==> config.mk <==
export PLATFORM = sky130hd
export DESIGN_NAME = seg_scan_ctrl_flat
export DESIGN_NICKNAME = d
export VERILOG_FILES = /design/src/rtl/seg_pkg.sv /design/src/rtl/seg_scan_ctrl_if.sv /design/src/rtl/seg_decode.sv /design/src/rtl/seg_scan_ctrl.sv /design/src/flat_wrapper.sv
export SDC_FILE = /design/constraint.sdc
export NUM_CORES = 1
export LEC_CHECK = 0
export ABC_CLOCK_PERIOD_IN_PS = 3300
export BUFFER_PORTS_ARGS = -buffer_cell sky130_fd_sc_hd__buf_2
export CAP_MARGIN = 5
export CORE_MARGIN = 1.5
export CORE_UTILIZATION = 60
export CTS_CLUSTER_SIZE = 20
export DETAILED_ROUTE_END_ITERATION = 7
export PLACE_DENSITY = 0.8
export SYNTH_ARGS = -nofsm -noshare
export SYNTH_HDL_FRONTEND = slang
export SYNTH_SLANG_ARGS = --single-unit
==> constraint.sdc <==
create_clock -name clk -period 3.3 [get_ports clk]
set_input_delay 0.99 -clock clk [delete_from_list [all_inputs] [get_ports clk]]
set_output_delay 0.99 -clock clk [all_outputs]
set_load 0.03 [all_outputs]
==> src/rtl/seg_pkg.sv <==
// Shared definitions for the 7-segment scan controller.
// Latency: n/a (constants and types only).
// Backpressure: n/a.
package seg_pkg;

    // Segment patterns {g,f,e,d,c,b,a} for BCD codes; 10..15 render blank.
    localparam logic [6:0] SEG_TABLE [16] = '{
        7'h3F, 7'h06, 7'h5B, 7'h4F, 7'h66, 7'h6D, 7'h7D, 7'h07,
        7'h7F, 7'h6F, 7'h00, 7'h00, 7'h00, 7'h00, 7'h00, 7'h00
    };

    localparam logic [7:0] SEG_BLANK = 8'h00;

    typedef enum logic [1:0] {
        OFF      = 2'd0,
        BLANKING = 2'd1,
        SHOW     = 2'd2
    } scan_state_t;

endpackage

==> src/rtl/seg_scan_ctrl_if.sv <==
// Bundle of the producer-side write port and the display pin outputs.
// Latency: n/a (wiring only).
// Backpressure: none; writes are always accepted by the slave.
// master: drives en/wr_*/lz_sup, observes dig_sel/dout/frame_tick. slave: the reverse.
interface seg_scan_ctrl_if #(
    parameter int DIGITS = 8
);
    localparam int AW = $clog2(DIGITS);

    logic              en;
    logic              wr_en;
    logic [AW-1:0]     wr_addr;
    logic [3:0]        wr_data;
    logic              wr_dp;
    logic              lz_sup;
    logic [DIGITS-1:0] dig_sel;
    logic [7:0]        dout;
    logic              frame_tick;

    modport master (
        output en, wr_en, wr_addr, wr_data, wr_dp, lz_sup,
        input  dig_sel, dout, frame_tick
    );

    modport slave (
        input  en, wr_en, wr_addr, wr_data, wr_dp, lz_sup,
        output dig_sel, dout, frame_tick
    );
endinterface

==> src/rtl/seg_decode.sv <==
// BCD to 7-segment lookup {g,f,e,d,c,b,a}; codes above 9 give a blank digit.
// Latency: combinational.
// Backpressure: none.
// Ports: bcd (4-bit code in), seg (7-bit active-high segments out).
module seg_decode
    import seg_pkg::*;
(
    input  logic [3:0] bcd,
    output logic [6:0] seg
);
    assign seg = SEG_TABLE[bcd];
endmodule

==> src/rtl/seg_scan_ctrl.sv <==
// Time-multiplexed scan of DIGITS 7-segment digits with dwell time and blank gap.
// Latency: outputs registered; a digit write shows on dout one cycle after the write edge.
// Backpressure: none; register-file writes are accepted in every state.
// Ports: clk, rst (async, active-high), bus (slave modport: en, wr_*, lz_sup in; dig_sel, dout, frame_tick out).
module seg_scan_ctrl
    import seg_pkg::*;
#(
    parameter int DIGITS = 8,
    parameter int DWELL  = 50000,
    parameter int BLANK  = 500
) (
    input  logic          clk,
    input  logic          rst,
    seg_scan_ctrl_if.slave bus
);
    localparam int AW   = $clog2(DIGITS);
    localparam int CMAX = (DWELL > BLANK) ? DWELL : BLANK;
    localparam int CW   = (CMAX < 2) ? 1 : $clog2(CMAX);

    scan_state_t       state, nxt_state;
    logic [AW-1:0]     idx, nxt_idx;
    logic [CW-1:0]     cnt, nxt_cnt;

    logic [3:0]        val [DIGITS];
    logic [DIGITS-1:0] dp;
    logic [DIGITS-1:0] upper_zero;
    logic              suppress;
    logic [3:0]        cur_bcd;
    logic [6:0]        cur_seg;

    // Digit register file
    always_ff @(posedge clk or posedge rst) begin
        if (rst) begin
            for (int i = 0; i < DIGITS; i++) begin
                val[i] <= 4'd0;
            end
            dp <= '0;
        end else if (bus.wr_en && (int'(bus.wr_addr) < DIGITS)) begin
            val[bus.wr_addr] <= bus.wr_data;
            dp[bus.wr_addr]  <= bus.wr_dp;
        end
    end

    // upper_zero[i]: digit i and every higher digit hold zero.
    always_comb begin
        logic run;
        upper_zero = '0;
        run        = 1'b1;
        for (int i = DIGITS - 1; i >= 0; i--) begin
            run           = run & (val[i] == 4'd0);
            upper_zero[i] = run;
        end
    end

    // Outputs are registered from the next state, so the decoder looks at
    // the digit about to be driven rather than the one currently shown.
    assign cur_bcd  = val[nxt_idx];
    assign suppress = bus.lz_sup && (nxt_idx != '0) && upper_zero[nxt_idx];

    seg_decode u_dec (
        .bcd (cur_bcd),
        .seg (cur_seg)
    );

    always_ff @(posedge clk or posedge rst) begin
        if (rst) begin
            state <= OFF;
            idx   <= '0;
            cnt   <= '0;
        end else begin
            state <= nxt_state;
            idx   <= nxt_idx;
            cnt   <= nxt_cnt;
        end
    end

    always_comb begin
        nxt_state = state;
        nxt_idx   = idx;
        nxt_cnt   = cnt;
        if (!bus.en) begin
            nxt_state = OFF;
            nxt_idx   = '0;
            nxt_cnt   = '0;
        end else begin
            case (state)
                OFF: begin
                    nxt_idx   = '0;
                    nxt_cnt   = '0;
                    nxt_state = (BLANK == 0) ? SHOW : BLANKING;
                end
                BLANKING: begin
                    if (cnt == CW'(BLANK - 1)) begin
                        nxt_state = SHOW;
                        nxt_cnt   = '0;
                    end else begin
                        nxt_cnt = cnt + CW'(1);
                    end
                end
                SHOW: begin
                    if (cnt == CW'(DWELL - 1)) begin
                        nxt_cnt   = '0;
                        nxt_idx   = (idx == AW'(DIGITS - 1)) ? '0 : idx + AW'(1);
                        nxt_state = (BLANK == 0) ? SHOW : BLANKING;
                    end else begin
                        nxt_cnt = cnt + CW'(1);
                    end
                end
                default: begin
                    nxt_state = OFF;
                    nxt_idx   = '0;
                    nxt_cnt   = '0;
                end
            endcase
        end
    end

    // frame_tick marks entry into an idx-0 visit; staying in SHOW at idx 0 is not an entry.
    always_ff @(posedge clk or posedge rst) begin
        if (rst) begin
            bus.dig_sel    <= '1;
            bus.dout       <= SEG_BLANK;
            bus.frame_tick <= 1'b0;
        end else if (nxt_state == SHOW) begin
            bus.dig_sel    <= ~(DIGITS'(1) << nxt_idx);
            bus.dout       <= suppress ? SEG_BLANK : {dp[nxt_idx], cur_seg};
            bus.frame_tick <= (nxt_idx == '0) && !((state == SHOW) && (idx == '0));
        end else begin
            bus.dig_sel    <= '1;
            bus.dout       <= SEG_BLANK;
            bus.frame_tick <= 1'b0;
        end
    end
endmodule

==> src/flat_wrapper.sv <==
// flat-port wrapper written by rule: the top's interface ports become plain ports
module seg_scan_ctrl_flat import seg_pkg::*;
#(
    parameter int DIGITS = 8,
    parameter int DWELL  = 50000,
    parameter int BLANK  = 500
)
  (clk, rst, bus_en, bus_wr_en, bus_wr_addr, bus_wr_data, bus_wr_dp, bus_lz_sup, bus_dig_sel, bus_dout, bus_frame_tick);
  seg_scan_ctrl_if #(.DIGITS(DIGITS)) bus_i ();
  input  logic clk;
  input  logic rst;
  input wire logic [$bits(bus_i.en)-1:0] bus_en;
  input wire logic [$bits(bus_i.wr_en)-1:0] bus_wr_en;
  input wire logic [$bits(bus_i.wr_addr)-1:0] bus_wr_addr;
  input wire logic [$bits(bus_i.wr_data)-1:0] bus_wr_data;
  input wire logic [$bits(bus_i.wr_dp)-1:0] bus_wr_dp;
  input wire logic [$bits(bus_i.lz_sup)-1:0] bus_lz_sup;
  output wire logic [$bits(bus_i.dig_sel)-1:0] bus_dig_sel;
  output wire logic [$bits(bus_i.dout)-1:0] bus_dout;
  output wire logic [$bits(bus_i.frame_tick)-1:0] bus_frame_tick;
  assign bus_i.en = bus_en;
  assign bus_i.wr_en = bus_wr_en;
  assign bus_i.wr_addr = bus_wr_addr;
  assign bus_i.wr_data = bus_wr_data;
  assign bus_i.wr_dp = bus_wr_dp;
  assign bus_i.lz_sup = bus_lz_sup;
  assign bus_dig_sel = bus_i.dig_sel;
  assign bus_dout = bus_i.dout;
  assign bus_frame_tick = bus_i.frame_tick;
  seg_scan_ctrl #(.DIGITS(DIGITS), .DWELL(DWELL), .BLANK(BLANK)) u_core (.clk(clk), .rst(rst), .bus(bus_i));
endmodule
==> results of run 1 <==
## area by class of cell
class | count | share of cell area [%]
sequential | 78 | 43.41
multi-input combinational | 250 | 41.83
timing repair buffer | 48 | 6.645
clock buffer | 12 | 3.433
tap | 77 | 2.132
clock inverter | 4 | 1.550
inverter | 12 | 0.9967
## worst register-to-register path, delay by kind of cell (launching register included)
family,cells,cell delay (ns)
fa+ha+maj,2,0.46
simple gates,4,0.65
compound gates,6,1.26
flops,1,0.43
buf+inv,2,0.29
## power by group through the flow
stage	combinational, mW	sequential (mW)	clock, mW
3_3_place_gp	0.284	1.18	0
3_5_place_dp	0.296	1.18	0
6_report	0.305	1.17	0.800
4_1_cts	0.299	1.16	0.820
2_1_floorplan	0.227	1.14	0
5_1_grt	0.335	1.18	0.857
## cell usage in the layout (no fill, tap or decap), drive strengths merged, types with 5 or more instances in the layout
cell    instances
clkbuf         12
and3            6
ha              9
nand2b          5
buf            48
nor3            6
a21oi          14
nand3          14
o21ai          11
a22oi           5
nand4           6
mux2           39
xor2           10
nor4            8
nor2           28
inv            12
dfstp           8
dfrtp          70
nand2          27
## state kept, by name (all words and copies together), names as in the netlist
register               cells
u_core.val                32
u_core.cnt                16
u_core.bus.dig_sel         8
u_core.bus.dout            8
u_core.dp                  8
u_core.idx                 3
u_core.state               2
u_core.bus.frame_tick      1
## logic make-up (layout without fill, tap and decap cells)
family	after synthesis	in the layout	synth area share (%)
XOR/XNOR	13	13	2.928
multiplexers	39	39	11.29
AO/OA/AOI/OAI	64	64	12.52
AND/OR/NAND/NOR	125	125	18.28
buffers and inverters	15	76	1.641
adder cells (fa/ha/maj)	9	9	2.896
flip-flops	78	78	50.45
## path summary, 6_finish.rpt
| check | start | end | slack [ns] |
|---|---|---|---|
| setup / recovery | u_core.state[1] | u_core.bus.dout[1] | 0.15 |
| hold / removal | u_core.cnt[0] | u_core.cnt[0] | 0.50 |
| setup reg to reg | u_core.state[1] | u_core.bus.dout[1] | 0.15 |
| hold reg to reg | u_core.cnt[0] | u_core.cnt[0] | 0.50 |
| max in group asynchronous | rst | u_core.bus.dig_sel[6] | 1.97 |
| min in group asynchronous | rst | u_core.cnt[10] | 0.68 |
## per-layer routing
metal	wire length [um]	share of wire [%]	up-vias
li1	-	-	1402
met1	3824	42	1516
met2	4414	49	103
met3	431	4.7	35
met4	408	4.5	0
met5	0	0	-
## synth_stat cells (2+ instances only)
cell type	instances
sky130_fd_sc_hd__nand4b_1	3
sky130_fd_sc_hd__nor2_1	28
sky130_fd_sc_hd__a222oi_1	2
sky130_fd_sc_hd__a22oi_1	4
sky130_fd_sc_hd__o22a_1	2
sky130_fd_sc_hd__inv_2	2
sky130_fd_sc_hd__clkbuf_1	2
sky130_fd_sc_hd__a22o_1	2
sky130_fd_sc_hd__dfrtp_1	70
sky130_fd_sc_hd__o21ai_0	8
sky130_fd_sc_hd__nand4_1	6
sky130_fd_sc_hd__a211o_1	3
sky130_fd_sc_hd__nand3b_1	2
sky130_fd_sc_hd__mux2_2	39
sky130_fd_sc_hd__a21o_1	3
sky130_fd_sc_hd__o21ai_1	3
sky130_fd_sc_hd__or3_1	2
sky130_fd_sc_hd__nand3_1	14
sky130_fd_sc_hd__nor3_2	2
sky130_fd_sc_hd__xor2_1	10
sky130_fd_sc_hd__inv_1	10
sky130_fd_sc_hd__dfstp_2	8
sky130_fd_sc_hd__nor4_1	7
sky130_fd_sc_hd__o221ai_1	2
sky130_fd_sc_hd__a21oi_1	13
sky130_fd_sc_hd__a211oi_1	2
sky130_fd_sc_hd__or4_1	2
sky130_fd_sc_hd__xnor2_1	3
sky130_fd_sc_hd__nand2b_1	5
sky130_fd_sc_hd__and3_1	5
sky130_fd_sc_hd__nor3_1	4
sky130_fd_sc_hd__ha_1	9
sky130_fd_sc_hd__and4b_1	2
sky130_fd_sc_hd__and2_1	2
sky130_fd_sc_hd__nand2_1	27
sky130_fd_sc_hd__and4_1	4
sky130_fd_sc_hd__o2111ai_1	3
sky130_fd_sc_hd__nor3b_1	3
sky130_fd_sc_hd__o22ai_1	2
## repair_timing
| item | 4_1_cts | 5_1_grt |
|---|---|---|
| endpoints found under the setup margin | 2 | 6 |
| buffers inserted | 3 | 2 |
| resized for setup | 0 | 9 |
| pin swaps | 1 | 1 |
==> PnR_summary.wiki, run 1 <==
{| class="wikitable"
! Metric !! Value
|-
| Area fraction of the dominant cell type after synthesis || 45.05%
|-
| Worst skew pair latency || 0.37 ns
|-
| Final weighted congestion of routability-driven global placement || 0.9944
|-
| Area of the multi-input gates || 1891 sq um
|-
| Busiest grt layer || met2
|-
| P&R area growth vs syn || 16.22%
|-
| Synthesized cell area || 3889 sq um
|-
| Req. time, crit path || 3.59 ns
|-
| Hold-fix buffers at CTS || 0
|-
| Worst Slack Setup Final || 0.1490 ns
|-
| Headroom to the max-slew limit || 45.71%
|-
| Post-synth top flop || sky130_fd_sc_hd__dfrtp_1
|-
| Critical-path cell with the highest stage delay || sky130_fd_sc_hd__dfrtp_1
|-
| Vertical die dimension || 83.51 um
|-
| Via Count || 3056
|-
| Net load switching power || 587.1 uW
|-
| Detailed Routing Iterations Pass 1 || 5
|-
| Share of async-settable or async-resettable flops after synthesis || 100.0%
|-
| CP Data Arrival Time || 3.44 ns
|-
| GR Util met1 || 35.04%
|-
| Sort of element at the start of the critical path || flop
|-
| Effective utilization at floorplan || 61.59%
|-
| Cell chain of the critical path || inv_1 > ha_1 > and4b_1 > a41oi_4 > a22oi_2 > buf_4 > a211oi_2 > a22oi_1 > and3_1 > a21oi_1 > ha_1 > nor2_1 > a21oi_1 > nor2_1
|-
| Class of the most critical setup path || reg2reg
|-
| Synth top area cells || sky130_fd_sc_hd__dfrtp_1, sky130_fd_sc_hd__mux2_2, sky130_fd_sc_hd__dfstp_2, sky130_fd_sc_hd__ha_1, sky130_fd_sc_hd__nor2_1
|-
| Number of placement rows || 29
|-
| VDD IR-drop max || 0.3872 mV
|-
| Total grt overflow || 0
|-
| Family of cells with the greatest summed delay on the critical path || compound AO/OA/AOI/OAI gates
|-
| GRT Util Overall || 28.07%
|-
| Via density per instance || 6.353
|-
| Die width || 83.51 um
|-
| Fmax || 317.4 MHz
|-
| IO buf count || 29
|-
| Total length of routed wires || 9079 um
|-
| Residual antenna-violating net count after detailed routing || 0
|-
| Clock root buffer master || sky130_fd_sc_hd__clkbuf_8
|-
| Number of non-filler instances in the completed layout || 481
|-
| Total inserted antenna cells || 0
|-
| Post-synthesis cell type count || 62
|-
| TritonCTS Sinks || 78
|-
| Number of hold-slack violations in the final timing report || 0
|-
| Post-route setup TNS || 0 ns
|-
| Crit-path max cell delay || 0.43 ns
|-
| H-tree depth || 3
|-
| Reg2Reg Depth || 14
|-
| Wire length of the first global-routing pass || 15190 um
|-
| Number of max-cap violations || 0
|-
| Time the worst path needs with I/O delays and setup || 3.151 ns
|-
| Clock slew at the register clock pins of the worst setup and hold paths || 0.07 ns
|-
| Largest net degree at the start of global routing || 38
|-
| Gate count after technology mapping || 343
|-
| PnR Total Power || 2.272 mW
|-
| Final number of setup-violating endpoints || 0
|-
| DRC marker count from the first detailed-route iteration || 225
|-
| Floorplan Core Area || 6314 sq um
|-
| Setup WS pre-CTS || -0.03945 ns
|-
| Detailed-placement wirelength estimate || 6598 um
|-
| Post-synthesis sequential area ratio || 50.45%
|-
| Measured slew at the worst slew-check pin || 0.8081 ns
|-
| Portion of total power attributed to sequential cells || 51.3%
|-
| Buffering stage count on the worst path with inverters included || 2
|-
| Initial antenna violation count || 0
|-
| # IOs || 30
|-
| Area of the die || 6973 sq um
|-
| Power per cell area || 502.7 nW/um^2
|-
| Fraction of the core area covered by cells at the end of the flow || 71.58%
|-
| Num CTS Buffers || 9
|-
| Placed cell area || 4229 sq um
|-
| Post-route DRC || 0
|-
| Number of enable flip-flop cells after synthesis || 0
|-
| Count of filler cells inserted in the layout || 458
|-
| Fraction of power consumed by combinational cells || 13.4%
|-
| Routed len/inst || 18.88 um
|-
| Bufs on Longest Clock Path || 2
|-
| Share of final-layout standard cells stronger than drive strength 1 || 32.67%
|-
| Layout Skew || 0.008312 ns
|-
| Cell count along the critical path || 14
|-
| Met3 track utilization from global routing || 5.638%
|-
| Number of warnings printed during yosys synthesis || 0
|-
| Largest fanout on the critical path || 6
|-
| Number of global-route vias before repair || 3056
|-
| Final Net Count || 421
|-
| Hold-critical path depth || 1
|-
| Switching power as a share of total power || 25.84%
|-
| Class of the worst hold path || reg2reg
|-
| Post-synthesis sequential element count || 78
|-
| Combined flip-flop and latch cell area || 1962 sq um
|-
| Placed Cells incl. Taps || 460
|-
| Final hold slack || 0.4960 ns
|-
| Net count after synthesis || 365
|-
| Result of the run || completed
|-
| RSZ-0062 raised after global routing || false
|-
| Cell type with the highest aggregate area in the netlist || sky130_fd_sc_hd__dfrtp_1
|-
| Fin. max-slew vios || 0
|-
| Final critical-path share of the clock period || 95.49%
|-
| CTS tree || done
|-
| Leakage dissipation || 1.970 nW
|-
| Global routing usage on met2 || 45.68%
|-
| Clock group share of total power || 35.2%
|-
| Internal Dissipation || 1.685 mW
|-
| Per-instance average area after synthesis || 11.34 sq um
|-
| Type of destination of the critical path || flop
|-
| Design area || 4519 sq um
|}
Note: power is estimated with default switching activity, not from simulation.
==> inputs of run 2 (changes only) <==
Settings changed: ABC_CLOCK_PERIOD_IN_PS 3300 to 3970, CORE_UTILIZATION 60 to 64, HOLD_SLACK_MARGIN from default to 0.03, PLACE_DENSITY 0.8 to 0.84.
Clock period 3.3 ns to 3.97 ns, I/O delays scaled along.
==> PnR_summary.wiki, run 2 (synthesized netlist as in run 1, its figures left out) <==
{| class="wikitable"
! Metric !! Value
|-
| Class of the worst hold path || reg2reg
|-
| Final critical-path share of the clock period || 91.32%
|-
| Total grt overflow || 0
|-
| DRC marker count from the first detailed-route iteration || 298
|-
| Total inserted antenna cells || 0
|-
| Leakage dissipation || 1.868 nW
|-
| Post-route setup TNS || 0 ns
|-
| Crit-path max cell delay || 0.53 ns
|-
| RSZ-0062 raised after global routing || false
|-
| VDD IR-drop max || 0.3390 mV
|-
| IO buf count || 29
|-
| H-tree depth || 3
|-
| Clock slew at the register clock pins of the worst setup and hold paths || 0.08 ns
|-
| Area of the die || 6553 sq um
|-
| Largest register FFs || 32
|-
| Cells resized by post-CTS repair || 0
|-
| Req. time, crit path || 4.26 ns
|-
| Number of global-route vias before repair || 2891
|-
| Bufs on Longest Clock Path || 2
|-
| Fin. max-slew vios || 0
|-
| Critical-path cell with the highest stage delay || sky130_fd_sc_hd__a22oi_2
|-
| Floorplan Core Area || 5886 sq um
|-
| Via Count || 2991
|-
| Largest registers || u_core.val: 32 flops, u_core.cnt: 16 flops
|-
| GRT Util Overall || 29.74%
|-
| Detailed Routing Iterations Pass 1 || 7
|-
| Power per cell area || 433.0 nW/um^2
|-
| Time the worst path needs with I/O delays and setup || 3.625 ns
|-
| Count of filler cells inserted in the layout || 416
|-
| Share of final-layout standard cells stronger than drive strength 1 || 28.24%
|-
| Wire length of the first global-routing pass || 14420 um
|-
| Vertical die dimension || 80.95 um
|-
| Routed len/inst || 19.49 um
|-
| Type of destination of the critical path || flop
|-
| Die width || 80.95 um
|-
| Most repeated library cell on the critical path || sky130_fd_sc_hd__ha_1
|-
| Final Net Count || 403
|-
| Detailed-placement wirelength estimate || 6294 um
|-
| Initial antenna violation count || 0
|-
| Placed Cells incl. Taps || 445
|-
| Number of placement rows || 28
|-
| Worst Slack Setup Final || 0.3447 ns
|-
| Num CTS Buffers || 9
|-
| Sort of element at the start of the critical path || flop
|-
| Effective utilization at floorplan || 66.07%
|-
| Final weighted congestion of routability-driven global placement || 0.9882
|-
| Worst skew pair latency || 0.36 ns
|-
| Total length of routed wires || 8983 um
|-
| Most used cells in the layout excluding fill and tap cells || sky130_fd_sc_hd__dfrtp_1, sky130_fd_sc_hd__mux2_2, sky130_fd_sc_hd__buf_2
|-
| Result of the run || completed
|-
| TritonCTS Sinks || 78
|-
| Setup WS pre-CTS || 0.4669 ns
|-
| Post-route DRC || 0
|-
| Number of non-filler instances in the completed layout || 461
|-
| Fraction of the core area covered by cells at the end of the flow || 73.94%
|-
| Residual antenna-violating net count after detailed routing || 0
|-
| Headroom to the max-slew limit || 35.53%
|-
| Fmax || 275.8 MHz
|-
| CP Data Arrival Time || 3.91 ns
|-
| Setup slack of the worst register-to-register path || 0.34 ns
|-
| Via density per instance || 6.488
|-
| Most frequent standard cell in the layout excluding fill and tap cells || sky130_fd_sc_hd__dfrtp_1
|-
| # IOs || 30
|-
| Clock root buffer master || sky130_fd_sc_hd__clkbuf_8
|-
| Class of the most critical setup path || reg2reg
|-
| Measured slew at the worst slew-check pin || 0.9596 ns
|-
| Hold-fix buffers at CTS || 0
|-
| Largest net degree at the start of global routing || 79
|-
| Cell chain of the critical path || inv_1 > ha_1 > and4b_1 > a41oi_2 > a22oi_2 > nand3_1 > o221a_1 > o221ai_1 > nand2_1 > ha_1 > or3_1 > a21oi_1
|-
| Layout Skew || 0.006801 ns
|-
| Number of hold-slack violations in the final timing report || 0
|-
| Number of max-cap violations || 0
|-
| Largest fanout on the critical path || 9
|-
| Total setup buffers inserted after CTS || 0
|-
| Final number of setup-violating endpoints || 0
|-
| P&R area growth vs syn || 11.90%
|-
| Register with the highest flop count || u_core.val
|-
| CTS tree || done
|}
-- run 2: worst paths after layout --
check / from / to / cells after the start
setup / recovery: u_core.state[1] / u_core.bus.dout[5] / 12
hold / removal: u_core.cnt[0] / u_core.cnt[0] / 1
setup reg to reg: u_core.state[1] / u_core.bus.dout[5] / 12
hold reg to reg: u_core.cnt[0] / u_core.cnt[0] / 1
max in group asynchronous: rst / u_core.bus.dig_sel[2] / 3
min in group asynchronous: rst / u_core.idx[2] / 3
-- run 2: stage by stage --
step                      total power [mW]  instance area [sq um]  hold slack [ns]
after CTS                            1.880                   4352           0.4894
after global placement               1.211                   4129           0.4637
after detailed placement             1.225                   4129           0.4776
final                                1.884                   4352           0.4939
after floorplan                      1.133                   3889           0.4479
after global routing                 1.951                   4352           0.5023
-- run 2: routing by layer --
metal,wire length [um],track usage [%]
met1,3855,39.05
met2,4307,47.75
met3,549,5.056
met4,270,14.83
met5,0,0
-- run 2: worst max-delay path, delay by kind of cell (launching register included) --
kind                       cells  cell delay [ns]
buffers and inverters          1             0.09
adders and majority gates      2             0.51
AOI/OAI and AO/OA              5             1.37
DFF                            1             0.43
and+or+nand+nor                4             1.14
-- run 2: layout make-up --
cell class | instances | area [sq um] | share of cell area (%)
sequential | 78 | 1962 | 45.08
multi-input combinational | 250 | 1863 | 42.81
timing repair buffer | 30 | 165.2 | 3.795
clock buffer | 10 | 137.6 | 3.163
tap | 75 | 93.84 | 2.156
clock inverter | 6 | 85.08 | 1.955
inverter | 12 | 45.04 | 1.035
-- run 2: where the power goes --
| group | internal [mW] | switching (mW) | total (mW) | leakage, nW |
|---|---|---|---|---|
| Clock | 0.369 | 0.298 | 0.666 | 0.108 |
| Sequential | 0.886 | 0.0879 | 0.973 | 0.982 |
| Combinational | 0.121 | 0.123 | 0.244 | 0.778 |
| Total | 1.38 | 0.509 | 1.88 | 1.87 |
